<file path="config.mk">
export PLATFORM = sky130hd
export DESIGN_NAME = rom_dl_packer_flat
export DESIGN_NICKNAME = d
export VERILOG_FILES = /design/src/rtl/rom_dl_packer_if.sv /design/src/rtl/rom_dl_packer.sv /design/src/flat_wrapper.sv
export SDC_FILE = /design/constraint.sdc
export NUM_CORES = 1
export LEC_CHECK = 0
export ABC_AREA = 1
export CORE_ASPECT_RATIO = 0.5
export CORE_MARGIN = 2
export CORE_UTILIZATION = 60
export CTS_CLUSTER_DIAMETER = 80
export CTS_CLUSTER_SIZE = 30
export DETAILED_ROUTE_END_ITERATION = 10
export PLACE_DENSITY_LB_ADDON = 0.12
export SYNTH_ARGS = -nofsm -noshare
export SYNTH_HDL_FRONTEND = slang
export SYNTH_SLANG_ARGS = --single-unit
export TNS_END_PERCENT = 100
</file>
<file path="constraint.sdc">
create_clock -name clk_sys -period 6.25 [get_ports clk_sys]
set_input_delay 0.625 -clock clk_sys [delete_from_list [all_inputs] [get_ports clk_sys]]
set_output_delay 0.625 -clock clk_sys [all_outputs]
set_load 0.05 [all_outputs]
</file>
<file path="src/rtl/rom_dl_packer_if.sv">
// Packed-write channel from rom_dl_packer to the DDR3 controller.
// The packer drives address, data, byte enables and a toggle request; ddram returns the toggle ack.
interface rom_dl_packer_if;
  logic [28:0] ddr_addr;
  logic [63:0] ddr_din;
  logic [7:0]  ddr_be;
  logic        ddr_req;
  logic        ddr_ack;

  modport master (output ddr_addr, ddr_din, ddr_be, ddr_req, input ddr_ack);
  modport slave  (input ddr_addr, ddr_din, ddr_be, ddr_req, output ddr_ack);
endinterface

</file>
<file path="src/rtl/rom_dl_packer.sv">
// Write-combining stage: byte-swaps 16-bit ROM download words, packs four into one
// 64-bit DDR write and hands it to ddram over a toggle req/ack handshake.
module rom_dl_packer #(
  parameter int          ADDR_W   = 25,
  parameter logic [28:0] DDR_BASE = 29'h0
) (
  input  logic              clk_sys,
  input  logic              reset_n,
  input  logic              dl_active,
  input  logic              dl_wr,
  input  logic [ADDR_W-1:0] dl_addr,
  input  logic [15:0]       dl_data,
  output logic              dl_wait,
  rom_dl_packer_if.master   ddr,
  output logic [23:0]       rom_size,
  output logic              dl_done
);

  localparam int QW = ADDR_W - 3;

  logic              hold_v_q, hold_v_d;
  logic [ADDR_W-2:0] hold_widx_q, hold_widx_d;
  logic [15:0]       hold_data_q, hold_data_d;
  logic [63:0]       acc_q, acc_d;
  logic [7:0]        acc_be_q, acc_be_d;
  logic [QW-1:0]     acc_qaddr_q, acc_qaddr_d;
  logic              acc_full_q, acc_full_d;
  logic [28:0]       ddr_addr_q, ddr_addr_d;
  logic [63:0]       ddr_din_q, ddr_din_d;
  logic [7:0]        ddr_be_q, ddr_be_d;
  logic              ddr_req_q, ddr_req_d;
  logic [23:0]       rom_size_q, rom_size_d;
  logic              flush_q, flush_d;
  logic              dl_done_q, dl_done_d;
  logic              dl_active_q, dl_active_d;

  logic          rise, fall, flush_now, out_busy, acc_empty, qaddr_match;
  logic          commit, merge, done, capture;
  logic [QW-1:0] hold_qaddr;
  logic [1:0]    lane;
  logic [31:0]   size_cand;
  logic [23:0]   size_sat;

  // Byte address bit 0 is always zero on the ioctl bus.
  logic unused_addr_lsb;
  assign unused_addr_lsb = dl_addr[0];

  assign hold_qaddr = hold_widx_q[ADDR_W-2:2];
  assign lane       = hold_widx_q[1:0];

  // NOTE: every _d gets a default first, so no path through this block can infer a latch.
  always_comb begin
    hold_v_d    = hold_v_q;
    hold_widx_d = hold_widx_q;
    hold_data_d = hold_data_q;
    acc_d       = acc_q;
    acc_be_d    = acc_be_q;
    acc_qaddr_d = acc_qaddr_q;
    acc_full_d  = acc_full_q;
    ddr_addr_d  = ddr_addr_q;
    ddr_din_d   = ddr_din_q;
    ddr_be_d    = ddr_be_q;
    ddr_req_d   = ddr_req_q;
    rom_size_d  = rom_size_q;
    flush_d     = flush_q;
    dl_done_d   = 1'b0;
    dl_active_d = dl_active;

    rise        = dl_active & ~dl_active_q;
    fall        = ~dl_active & dl_active_q;
    flush_now   = flush_q | fall;
    out_busy    = ddr_req_q != ddr.ddr_ack;
    acc_empty   = acc_be_q == 8'h00;
    qaddr_match = hold_qaddr == acc_qaddr_q;

    // A commit frees the accumulator first; a blocked held word merges next cycle.
    commit  = ~rise & ~acc_empty & ~out_busy &
              (acc_full_q | (hold_v_q & ~qaddr_match) | (flush_now & ~hold_v_q));
    merge   = ~rise & hold_v_q & ~commit & (acc_empty | (qaddr_match & ~acc_full_q));
    done    = ~rise & flush_now & ~hold_v_q & acc_empty & ~out_busy;
    capture = dl_wr & dl_active & ~hold_v_q;

    size_cand = 32'(hold_widx_q) + 32'd1;
    size_sat  = (size_cand > 32'h00FF_FFFF) ? 24'hFF_FFFF : size_cand[23:0];

    if (rise) begin
      rom_size_d = '0;
      acc_d      = '0;
      acc_be_d   = '0;
      acc_full_d = 1'b0;
      hold_v_d   = 1'b0;
      flush_d    = 1'b0;
    end else begin
      flush_d   = flush_now & ~done;
      dl_done_d = done;
    end

    if (commit) begin
      ddr_din_d  = acc_q;
      ddr_be_d   = acc_be_q;
      ddr_addr_d = DDR_BASE + 29'(acc_qaddr_q);
      ddr_req_d  = ~ddr_req_q;
      acc_d      = '0;
      acc_be_d   = '0;
      acc_full_d = 1'b0;
    end

    if (merge) begin
      acc_d[{lane, 4'b0000} +: 16] = {hold_data_q[7:0], hold_data_q[15:8]};
      acc_be_d[{lane, 1'b0} +: 2]  = 2'b11;
      acc_qaddr_d                  = hold_qaddr;
      if (lane == 2'd3) acc_full_d = 1'b1;
      if (size_sat > rom_size_q) rom_size_d = size_sat;
      hold_v_d = 1'b0;
    end

    if (capture) begin
      hold_v_d    = 1'b1;
      hold_widx_d = dl_addr[ADDR_W-1:1];
      hold_data_d = dl_data;
    end
  end

  // NOTE: state registers use non-blocking assignments so all flops update together.
  always_ff @(posedge clk_sys or negedge reset_n) begin
    if (!reset_n) begin
      hold_v_q    <= 1'b0;
      hold_widx_q <= '0;
      hold_data_q <= '0;
      acc_q       <= '0;
      acc_be_q    <= '0;
      acc_qaddr_q <= '0;
      acc_full_q  <= 1'b0;
      ddr_addr_q  <= '0;
      ddr_din_q   <= '0;
      ddr_be_q    <= '0;
      ddr_req_q   <= 1'b0;
      rom_size_q  <= '0;
      flush_q     <= 1'b0;
      dl_done_q   <= 1'b0;
      dl_active_q <= 1'b0;
    end else begin
      hold_v_q    <= hold_v_d;
      hold_widx_q <= hold_widx_d;
      hold_data_q <= hold_data_d;
      acc_q       <= acc_d;
      acc_be_q    <= acc_be_d;
      acc_qaddr_q <= acc_qaddr_d;
      acc_full_q  <= acc_full_d;
      ddr_addr_q  <= ddr_addr_d;
      ddr_din_q   <= ddr_din_d;
      ddr_be_q    <= ddr_be_d;
      ddr_req_q   <= ddr_req_d;
      rom_size_q  <= rom_size_d;
      flush_q     <= flush_d;
      dl_done_q   <= dl_done_d;
      dl_active_q <= dl_active_d;
    end
  end

  assign dl_wait      = hold_v_q;
  assign ddr.ddr_addr = ddr_addr_q;
  assign ddr.ddr_din  = ddr_din_q;
  assign ddr.ddr_be   = ddr_be_q;
  assign ddr.ddr_req  = ddr_req_q;
  assign rom_size     = rom_size_q;
  assign dl_done      = dl_done_q;

endmodule

</file>
<file path="src/flat_wrapper.sv">
// flat-port wrapper written by rule: the top's interface ports become plain ports
module rom_dl_packer_flat 
#(
  parameter int          ADDR_W   = 25,
  parameter logic [28:0] DDR_BASE = 29'h0
)
  (clk_sys, reset_n, dl_active, dl_wr, dl_addr, dl_data, dl_wait, rom_size, dl_done, ddr_ddr_addr, ddr_ddr_din, ddr_ddr_be, ddr_ddr_req, ddr_ddr_ack);
  rom_dl_packer_if ddr_i ();
  input  logic clk_sys;
  input  logic reset_n;
  input  logic dl_active;
  input  logic dl_wr;
  input  logic [ADDR_W-1:0] dl_addr;
  input  logic [15:0] dl_data;
  output logic dl_wait;
  output logic [23:0] rom_size;
  output logic dl_done;
  output wire logic [$bits(ddr_i.ddr_addr)-1:0] ddr_ddr_addr;
  output wire logic [$bits(ddr_i.ddr_din)-1:0] ddr_ddr_din;
  output wire logic [$bits(ddr_i.ddr_be)-1:0] ddr_ddr_be;
  output wire logic [$bits(ddr_i.ddr_req)-1:0] ddr_ddr_req;
  input wire logic [$bits(ddr_i.ddr_ack)-1:0] ddr_ddr_ack;
  assign ddr_ddr_addr = ddr_i.ddr_addr;
  assign ddr_ddr_din = ddr_i.ddr_din;
  assign ddr_ddr_be = ddr_i.ddr_be;
  assign ddr_ddr_req = ddr_i.ddr_req;
  assign ddr_i.ddr_ack = ddr_ddr_ack;
  rom_dl_packer #(.ADDR_W(ADDR_W), .DDR_BASE(DDR_BASE)) u_core (.clk_sys(clk_sys), .reset_n(reset_n), .dl_active(dl_active), .dl_wr(dl_wr), .dl_addr(dl_addr), .dl_data(dl_data), .dl_wait(dl_wait), .ddr(ddr_i), .rom_size(rom_size), .dl_done(dl_done));
endmodule
</file>
=== Word level (Yosys, flattened, before mapping) ===
Cells that the tools add are included.

* Output and inout port bits: 128
* Word-level logic and storage cells: 83
* Input bits: 46
* Bits in registers: 258

* Reductions and logical operators: 2
* Bitwise operators: 33
* Magnitude comparators: 2
* Add/sub/neg operators: 3
* Equality and inequality tests: 3
* Muxes and demuxes: 21
* Shift-type cells: 4

{| class="wikitable"
|+ Operators with widths
! operator !! number
|-
| $mux W64 || 3
|-
| $mux W24 || 4
|-
| $bwmux W64 || 1
|-
| $shift A16 B8 Y64 const A || 1
|-
| $shiftx A16 B8 Y64 || 1
|-
| $gt A32 B24 Y1 const B || 1
|-
| $add A24 B1 Y25 const B || 1
|-
| $gt A24 B24 Y1 || 1
|-
| $mux W8 || 3
|-
| $eq A22 B22 Y1 || 1
|-
| $and A1 B1 Y1 || 18
|-
| $not A1 Y1 || 11
|-
| $mux W1 || 9
|-
| $bwmux W8 || 1
|-
| $logic_not A8 Y1 || 1
|-
| $neg A6 Y8 || 1
|-
| $shift A2 B5 Y8 const A || 1
|-
| $shiftx A2 B5 Y8 const A || 1
|-
| $neg A3 Y5 || 1
|-
| $or A1 B1 Y1 || 4
|-
| $reduce_bool A3 Y1 || 1
|-
| $eq A2 B2 Y1 const B || 1
|-
| $ne A1 B1 Y1 || 1
|}

=== Logic depth before layout (Yosys ltp) ===
Gate-level depths: netlist (run 1).

* Depth after elaboration: 11
* Depth in mapped cells: 23
* Mapped depth without buffers: 21

=== Worst setup path before layout (run 1) ===
Ideal clock, no wire load.

* Path type: reg2reg
* Start point: register u_core.hold_widx_q[0]
* End point: register u_core.rom_size_q[16], in the netlist u_core.rom_size[16]
* Cell stages (with the launch flop): 20
* Period minus slack after synthesis: 3,026 ps
* Library setup time: 117 ps
* Slack: 3,224 ps
* Data required time: 6,133 ps
* Buffers on the path: 3
* Arrival time: 2,909 ps
* Cell sequence: dfrtp_1 -> buf_2 -> clkinv_1 -> clkbuf_1 -> ha_1 -> inv_1 -> nand2_1 -> ha_1 -> inv_1 -> o21bai_1 -> nand2_1 -> nand2_1 -> nand2_1 -> a21oi_1 -> nor2_1 -> nor2_2 -> nand3_1 -> clkbuf_1 -> nand2_1 -> nand2_1

* Cells in the longest elaborated chain, start to end: 6

{| class="wikitable"
|+ RTL lines
! element !! line !! source
|-
| start, declared || rom_dl_packer.sv:22 || <nowiki>logic [ADDR_W-2:0] hold_widx_q, hold_widx_d;</nowiki>
|-
| start signal, assigned || rom_dl_packer.sv:144 || <nowiki>hold_widx_q <= hold_widx_d;</nowiki>
|-
| $add A24 B1 Y25 (*) || rom_dl_packer.sv:83 || <nowiki>size_cand = 32'(hold_widx_q) + 32'd1;</nowiki>
|-
| $gt A32 B24 Y1 || rom_dl_packer.sv:84 || <nowiki>size_sat = (size_cand > 32'h00FF_FFFF) ? 24'hFF_FFFF : size_cand[23:0];</nowiki>
|-
| $mux W24 (*) || rom_dl_packer.sv:84 ||
|-
| $gt A24 B24 Y1 || rom_dl_packer.sv:113 || <nowiki>if (size_sat > rom_size_q) rom_size_d = size_sat;</nowiki>
|-
| $mux W24 (*) || rom_dl_packer.sv:113 ||
|-
| $mux W24 (*) || rom_dl_packer.sv:108 || <nowiki>if (merge) begin</nowiki>
|-
| net u_core.rom_size_d[16] || rom_dl_packer.sv:32 || <nowiki>logic [23:0] rom_size_q, rom_size_d;</nowiki>
|-
| end signal, assigned || rom_dl_packer.sv:154 || <nowiki>rom_size_q <= rom_size_d;</nowiki>
|-
| end, declared || rom_dl_packer.sv:32 ||
|}

The timed path passes the listed nets; every way through them passes the cells marked *.
A chain may end at the register's enable or synchronous reset.

=== Worst setup path after layout (run 1) ===
* Start point: register u_core.hold_widx_q[0]
* End point: register u_core.rom_size_q[10], in the netlist u_core.rom_size[10]

Same word-level chain as after synthesis.

==> impl.org, run 1 <==
** Run status
- The run finished with clean final reports.

** Setup path
- In this run the register-to-register setup slack is about 1.9 ns.
- The most numerous cell type found on the critical path is sky130_fd_sc_hd__nand2_1.
- For the worst setup path, the data required time is 6.66 ns.
- Slowest stage delay, CP :: 0.47 ns
- Arrival @ worst endpoint :: approximately 4.7 ns
- Startpoint class of the critical path :: flop
- The worst register-to-register path begins at u_core.hold_widx_q[0].
- Along the worst path, the maximum fanout reaches 24.
- Type of the worst setup path :: reg -> reg
- First element of the critical path :: u_core.hold_widx_q[0]
- The slowest stage of the critical path belongs to the cell sky130_fd_sc_hd__nand2_1.
- Category of the worst setup path capture point :: flop
- Counting cells, the worst reg-to-reg path comes to 19.
- Critical-path cell list :: buf_4 -> ha_1 -> nand2_1 -> nor2_1 -> nand2_1 -> inv_1 -> nand2_1 -> nand3_1 -> ha_1 -> nand4_1 -> nor2_1 -> nand3_1 -> a21oi_1 -> nor2_1 -> nor2_2 -> nand3_1 -> buf_4 -> nand2_1 -> nand2_1

** Global route
- Aggregate global-route resource usage :: 0.2934
- The via count of the first global-routing pass came to 10.66k.
- Global route overflow :: 0
- The first global-routing pass estimated about 53 mm of wire.
- Entering global routing, the biggest net connects 141 pins.
- Initial antenna violation count :: 0

** Drt
- Via density per instance :: 5.556
- Wire length on met3 :: ~1.7 mm
- Detailed-route via count :: about 11k
- Final WL :: 32.55 mm
- Wire segments on met2 add up to roughly 15 mm in the final route.
- In the routed design, unresolved DRC markers number 0.
- The first detailed-routing pass ran for 5 iterations.
- The detail route stage leaves a number of antenna-violating nets equal to 0.
- Met1 Routed Length :: 14.67 mm
- Average wire per standard cell :: 16.32 microns
- After the first detailed-routing iteration, the DRC count stood at 1163.
- The detailed router used layers up to and including met4.

** Worst hold path
- The worst hold path belongs to the class in -> async.

** Pwr
- In this run the power density over the cells is 551.0 mW/mm^2.
- For this design the static power due to leakage is 7.228 nW.
- Max rail drop VDD :: ~0.45 mV
- Total Power :: 0.008113 W

** Clock network
- Sinks on the clock net :: 258
- CTS root buf :: sky130_fd_sc_hd__clkbuf_16
- TritonCTS clock tree :: yes
- At the later pin of the worst-skew pair, clock insertion delay measures 0.50 ns.
- The number of hold buffers added after CTS was 0.
- Post-CTS repair changed the size of 0 cells.
- CTS H-tree lvls :: 1
- TritonCTS buffer count :: 12
- The clock passes through at most 3 buffers.
- In this run the post-CTS setup repair buffer count came out at 0.
- Clock transition at the registers of the reported paths :: 0.12 ns

** Synth
- For this run, the leading register cell type out of synthesis is sky130_fd_sc_hd__dfrtp_1.
- Counting every instance in the synthesized netlist gives 1626.
- Yosys mapped a number of flops with a built-in enable equal to 0.
- Compound-cell area share of the yosys netlist :: 0.07037
- Share of synthesized cell area in and, or, nand and nor gates :: 0.2936
- Fraction of the yosys area taken by sequential cells :: 0.5057
- Adder-cell share of the synthesized area :: 0.02940
- Synthesized area :: 0.01277 sq mm
- Fraction of synthesized cell area taken by the top area cell type :: 0.5057
- Of the total synthesized cell area, the portion taken by XOR and XNOR cells is 0.008233.
- After synthesis, the share of flip-flops with an asynchronous set or reset is 1.000.
- Cell with the most instances after synthesis :: sky130_fd_sc_hd__nand2_1
- The Yosys step of the flow raised 0 warnings.
- Commonest cells in the netlist :: sky130_fd_sc_hd__nand2_1, sky130_fd_sc_hd__dfrtp_1, sky130_fd_sc_hd__nor2_1
- Synth area leader :: sky130_fd_sc_hd__dfrtp_1
- After synthesis, the cell types taking the most area are sky130_fd_sc_hd__dfrtp_1, sky130_fd_sc_hd__nand2_1, sky130_fd_sc_hd__nor2_1, sky130_fd_sc_hd__nand4_1, sky130_fd_sc_hd__inv_1.
- Average footprint of a synthesized cell :: 7.851 sq um
- Number of synthesized register bits :: 258
- Measured against the total synthesized area, the mux share comes to 0.
- After synthesis, the largest family of logic cells by area is simple AND/OR/NAND/NOR gates.
- Counting distinct cell types in the post-synthesis netlist gives 29.

** Timing
- Setup violations remaining at the end of the flow were counted as 0.
- Unrepaired setup endpoints after global routing :: no
- Slew Limit Fails :: 0
- Setup total negative slack on the finished layout was measured at 0 ns.
- Post-route clock skew :: 0.02302 ns
- Worst Tran Pin Value :: 1.012 ns
- Across all hold checks on the routed design, the worst slack comes to 0.1616 ns.
- The final hold violation count is 0.
- Final cycle utilization of the critical path :: 0.6928
- Slew headroom :: 0.3251
- After layout, the minimum clock period comes to 4.330 ns.
- Maximum frequency from static timing analysis :: 231.0 MHz

** Placement
- Port Buffer Count :: 165
- Dpl cells :: 1980
- The congestion estimate from routability-driven global placement came to approximately 0.90.
- Summing all placed instances gives a cell area of 0.01438 sq mm.
- Post-detailed-placement half-perimeter wirelength :: 22.52 mm

** Layout
- At the end of the flow, the number of nets in the layout was 1797.
- From synthesis to final layout, the design area changed by 15.33%.
- Number of standard cells in the final layout excluding fillers :: 1994
- Final Cell Area :: 0.01472 sq mm
- Layout cells sized above 1 :: 0.03138
- Ant. Diodes :: 0
- Fill cells :: 1646

** Die
- IO Count :: 174
- Die Ht :: 107.1 microns
- Chip Width :: 210.3 microns
- Die Area :: ~0.023 sq mm
- Placeable core region :: 0.02069 sq mm
- Effective utilization at floorplan :: 0.6169
- In this run the core area contains 37 standard-cell rows.

** Job
- The tool flagged a number of max-cap violations equal to 0.
cell usage in the layout, fill, tap and decap left out, drive strengths merged:
cell type and n:
nand2 408, ha 30, o21bai 1, clkbuf 13, nor4 2, nand4 97
conb 7, buf 11, dfrtp 258, clkinv 3, or2 1, clkdlybuf4s50 164
o21ai 121, nor3 27, or3 1, inv 173, xor2 12, nor2 235
a21oi 54, nand3 101, o21a 2
worst paths after layout:
path / end
hold / removal: u_core.ddr.ddr_din[10]
setup / recovery: u_core.rom_size[10]
max in group asynchronous: u_core.acc_qaddr_q[16]
min in group clk_sys: u_core.ddr.ddr_be[4]
hold reg to reg: u_core.ddr.ddr_be[4]
setup reg to reg: u_core.rom_size[10]
final cells by class:
type,instances,area (sq um),share of cell area
sequential,258,6456,0.4385
timing repair buffer,175,1744,0.1185
inverter,175,656.9,0.04462
clock buffer,13,325.3,0.02210
multi-input combinational,1099,5182,0.3520
tap,273,341.6,0.02320
clock inverter,1,16.27,0.001105
power breakdown:
group	total [W]	switching (W)	leakage, nW	internal, W
clock	0.000916	0.000534	0.167	0.000382
sequential	0.00257	0.000369	3.37	0.00220
combinational	0.00463	0.00338	3.69	0.00125
total	0.00811	0.00428	7.23	0.00383
cell families after synthesis:
group / Yosys count
adder cells (fa/ha/maj): 30
other: 1
AO/OA/AOI/OAI: 178
XOR/XNOR: 12
buffers and inverters: 275
flip-flops: 258
AND/OR/NAND/NOR: 872
per-layer routing:
| metal | global-route usage | up-vias |
|---|---|---|
| li1 | - | 5357 |
| met1 | 0.4102 | 5315 |
| met2 | 0.4863 | 348 |
| met3 | 0.03574 | 59 |
| met4 | 0.08916 | 0 |
| met5 | 0 | - |
registers in the layout, summed over array words and instances (netlist names), 8 cells and up:
name / count
u_core.hold_widx_q: 24
u_core.hold_data_q: 16
u_core.ddr.ddr_din: 64
u_core.acc_qaddr_q: 22
u_core.ddr.ddr_addr: 22
u_core.rom_size: 24
u_core.ddr.ddr_be: 8
u_core.acc_be_q: 8
u_core.acc_q: 64
per-stage QoR:
| step | util | worst slack (ns) |
|---|---|---|
| global route | 0.7115 | 1.436 |
| global placement | 0.6950 | 2.092 |
| finish | 0.7115 | 1.920 |
| detailed placement | 0.6950 | 1.968 |
| CTS | 0.7115 | 1.945 |
| floorplan | - | 3.224 |
worst max-delay path: cells and delay by family (launching register included):
family / cells / cell delay (ns)
AO/OA/AOI/OAI: 1 / 0.13
adder cells (fa/ha/maj): 2 / 0.55
buffers and inverters: 3 / 0.73
flip-flops: 1 / 0.34
AND/OR/NAND/NOR: 13 / 2.48
No activity file was read; power rests on OpenSTA's default activity.
==> run 2: changes to the inputs <==
--- a/config.mk
+++ b/config.mk
@@ -8,7 +8,7 @@
 export ABC_AREA = 1
 export CORE_ASPECT_RATIO = 0.5
 export CORE_MARGIN = 2
-export CORE_UTILIZATION = 60
+export CORE_UTILIZATION = 55
 export CTS_CLUSTER_DIAMETER = 80
 export CTS_CLUSTER_SIZE = 30
 export DETAILED_ROUTE_END_ITERATION = 10
==> constraint.sdc (replaced) <==
create_clock -name clk_sys -period 4.1 [get_ports clk_sys]
set_input_delay 0.41 -clock clk_sys [delete_from_list [all_inputs] [get_ports clk_sys]]
set_output_delay 0.41 -clock clk_sys [all_outputs]
set_load 0.05 [all_outputs]
==> impl.org, run 2 (same netlist as run 1, synthesis figures left out) <==
** Pwr
- Switching power of the nets :: 0.006570 W (was 0.004283 W)
- The sequential cell fraction of total power was 0.312 (was 0.316).
- Pwr per Cell Area :: 841.2 mW/mm^2 (was 551.0 mW/mm^2)
- The fraction of power consumed by combinational cells is 0.576 (was 0.571).
- The power consumption is 0.01253 W (was 0.008113 W).
- Net Sw Frac :: 0.5242 (was 0.5279)
- Leak :: 7.298 nW (was 7.228 nW)
- The maximum resistive drop on vdd is 0.4711 mV (was 0.4536 mV).
- The clock network power share is 0.112 (was 0.113).
- The internal portion of total power came to 0.005963 W (was 0.003830 W).

** Clock network
- Number of setup buffers added after CTS :: 0 (unchanged)
- The number of buffers on the longest clock path came to 3 (unchanged).
- Clock latency on the worst-skew pair :: 0.50 ns (about the same)
- The clock-pin slew reported for the worst setup and hold paths after clock tree synthesis is 0.12 ns (about the same).
- CTS root buf :: sky130_fd_sc_hd__clkbuf_16 (unchanged)
- TritonCTS clock tree :: yes (unchanged)
- Sinks on the clock net :: 258 (unchanged)
- The H-tree depth came to 1 (unchanged).
- TritonCTS buffer count :: 12 (unchanged)

** Global route
- The first-pass GRT wire length is 54.02 mm (was 52.83 mm).
- The pin count of the biggest net entering global routing came to 90 (was 141).
- The total routing resource utilization after global routing is 0.2738 (was 0.2934).
- Number of global-route vias before repair :: 10.69k (was 10.66k)
- Initial antenna violation count :: 0 (unchanged)
- The total grt overflow was 0 (unchanged).

** Timing
- The final hold violation count was 0 (unchanged).
- The timing-limited maximum frequency was 269.2 MHz (was 231.0 MHz).
- Total Neg Setup Slack :: 0 ns (unchanged)
- The fraction of the cycle the final worst path needs came to 0.9061 (was 0.6928).
- The number of pins with negative max-slew slack in the final report is 0 (unchanged).
- The time the worst path needs with I/O delays and setup was 3.715 ns (was 4.330 ns).
- Post-route setup slack :: 0.3851 ns (was 1.920 ns)
- Worst Tran Pin Value :: 1.019 ns (was 1.012 ns)
- Unrepaired setup endpoints after global routing: no (unchanged).
- The clock skew after layout is 0.03022 ns (was 0.02302 ns).
- The setup violation total in the final timing report was 0 (unchanged).
- Slew headroom :: 0.3209 (was 0.3251)

** Setup path
- The critical path's largest stage delay was 0.53 ns (was 0.47 ns).
- Critical-path cell list :: nand2_1 -> nor2_1 -> nand2_1 -> nor2_1 -> inv_1 -> o21ai_0 -> nand3_1 -> ha_1 -> nand2_1 -> nor2_1 -> nand2_1 -> nand2_1 -> nand2_1 -> nand2_1 -> nor2_1 -> nor2_2 -> nand3_1 -> buf_12 -> nand2_1 -> nand2_1 (was buf_4 -> ha_1 -> nand2_1 -> nor2_1 -> nand2_1 -> inv_1 -> nand2_1 -> nand3_1 -> ha_1 -> nand4_1 -> nor2_1 -> nand3_1 -> a21oi_1 -> nor2_1 -> nor2_2 -> nand3_1 -> buf_4 -> nand2_1 -> nand2_1)
- Category of the worst setup path capture point :: flop (unchanged)
- Register-to-Register Setup Slack :: 0.39 ns (was 1.92 ns)
- Reg2reg path depth :: 20 (was 19)
- Launch point of the worst reg-to-reg path :: u_core.hold_widx_q[1] (was u_core.hold_widx_q[0])
- Slowest library cell on the worst path :: sky130_fd_sc_hd__dfrtp_1 (was sky130_fd_sc_hd__nand2_1)
- Capturing point of the worst reg2reg path :: u_core.rom_size[23] (was u_core.rom_size[10])
- The cell seen most often among critical-path stages is sky130_fd_sc_hd__nand2_1 (unchanged).
- Arrival @ worst endpoint :: 4.10 ns (was 4.74 ns)
- The largest driver fanout on the critical path was 16 (was 24).
- The kind of cell adding the most delay to the critical path is simple AND/OR/NAND/NOR gates (unchanged).
- Critical path required time :: 4.48 ns (was 6.66 ns)
- Startpoint class of the critical path :: flop (unchanged)
- Number of buffers and inverters on the critical path :: 2 (was 3)
- Type of the worst setup path :: reg -> reg (unchanged)

** Placement
- The number of placed cells counting well taps was 2024 (was 1980).
- The count of input and output buffers came to 165 (unchanged).
- Post-detailed-placement half-perimeter wirelength :: 23.12 mm (was 22.52 mm)
- Final weighted congestion of routability-driven global placement :: 0.9242 (was 0.8954)
- Minimum setup slack after placement :: 0.4963 ns (was 1.968 ns)

** Drt
- The detailed route wirelength on metal2 came to 15.84 mm (was 15.39 mm).
- Wire length on met3 :: 1.392 mm (was 1.672 mm)
- The via density per instance is 5.371 (was 5.556).
- The post-route met1 wirelength was 15.22 mm (was 14.67 mm).
- First drt pass iteration count :: 5 (unchanged)
- The overall via count from detail_route came to 10.96k (was 11.08k).
- Top Metal Used :: met4 (unchanged)
- The number of remaining DRC errors is 0 (unchanged).
- The total wire length was 32.90 mm (was 32.55 mm).
- The wire length per cell came to 16.13 microns (was 16.32 microns).
- Iteration-0 DRC count of the detailed router :: 1044 (was 1163)
- The number of nets with antenna violations after routing came to 0 (unchanged).

** Job
- Max cap viols :: 0 (unchanged)

** Layout
- Layout cells sized above 1 :: 0.03693 (was 0.03138)
- Leading cell type in the layout, fill and taps excluded :: sky130_fd_sc_hd__nand2_1 (unchanged)
- The final design utilization is 0.6538 (was 0.7115).
- The final standard cell count with taps included and fillers excluded is 2040 (was 1994).
- The count of antenna diodes in the layout is 0 (unchanged).
- Most frequent cells in the layout: sky130_fd_sc_hd__nand2_1, sky130_fd_sc_hd__dfrtp_1, sky130_fd_sc_hd__nor2_1, sky130_fd_sc_hd__clkdlybuf4s50_1, sky130_fd_sc_hd__inv_1 (unchanged).
- The area added between synthesis and finish is 16.71% (was 15.33%).
- Number of nets at the end of the flow :: 1808 (was 1797)

** Worst hold path
- Along the worst hold path, the cell count comes to 3.
- The startpoint identified for the worst hold timing path is dl_addr[16].
- Worst Hold Class :: in -> reg (was in -> async)
- The worst hold path terminates at u_core.hold_widx_q[15].

** Die
- Chip Width :: 219.5 microns (was 210.3 microns)
- The count of boundary I/O pins is 174 (unchanged).
- The height of the die was 111.7 microns (was 107.1 microns).
- The standard-cell row count came to 39 (was 37).
- The core outline area came to 0.02279 sq mm (was 0.02069 sq mm).
- Die Area :: 0.02452 sq mm (was 0.02253 sq mm)
- Effective utilization at floorplan :: 0.5602 (was 0.6169)

** Run status
- Outcome :: finished, final reports clean (unchanged)
## run 2: cell count changes in the layout (fill, tap and decap cells not counted), sizes merged
cell	change
buf	+10
clkbuf	+1
dlygate4sd3	+1
## run 2: layout make-up
class                      count  area [sq um]
fill                        2026          7889
multi-input combinational   1099          5190
tap                          307         384.1
timing repair buffer         186          1867
clock buffer                  14         329.1
sequential                   258          6456
clock inverter                 1         16.27
inverter                     175         656.9
## run 2: power by group through the flow
stage | clock network (W) | logic, W | registers [W]
final | 0.00140 | 0.00721 | 0.00391
after global routing | 0.00152 | 0.00793 | 0.00401
after CTS | 0.00143 | 0.00719 | 0.00391
after detailed placement | 0 | 0.00715 | 0.00396
after global placement | 0 | 0.00697 | 0.00393
after floorplan | 0 | 0.00412 | 0.00505
## run 2: worst max-delay path by stage
stage,start,end,depth (start not counted)
after CTS,u_core.hold_widx_q[1],u_core.rom_size[23],20
after floorplan,u_core.hold_widx_q[0],u_core.rom_size[16],19
final,u_core.hold_widx_q[1],u_core.rom_size[23],20
after global placement,u_core.hold_widx_q[0],u_core.rom_size[11],19
after detailed placement,u_core.hold_widx_q[1],u_core.rom_size[23],20
after global routing,u_core.hold_widx_q[1],u_core.rom_size[22],20
## run 2: routing by layer
layer | GRT usage | vias up
met3 | 0.02869 | 38
met1 | 0.3880 | 5271
met5 | 0 | -
li1 | - | 5382
met2 | 0.4654 | 265
met4 | 0.04595 | 0
## run 2: tightest hold or removal path: stages
cell                              delay [ns]
sky130_fd_sc_hd__clkdlybuf4s50_1        0.39
sky130_fd_sc_hd__nor2_1                 0.10
sky130_fd_sc_hd__a21oi_1                0.04
## run 2: timing repair
item,in CTS,in global routing
gates resized for setup,0,0
hold buffers,1,0
hold endpoints to repair,84,0
## run 2: metrics by stage
| step | hold WS, ns | instance area [sq um] |
|---|---|---|
| after global routing | 0.4694 | 14900 |
| final | 0.4845 | 14900 |
| after floorplan | 0.1144 | 12790 |
| after global placement | 0.4526 | 14540 |
| after CTS | 0.4738 | 14900 |
| after detailed placement | 0.4539 | 14540 |
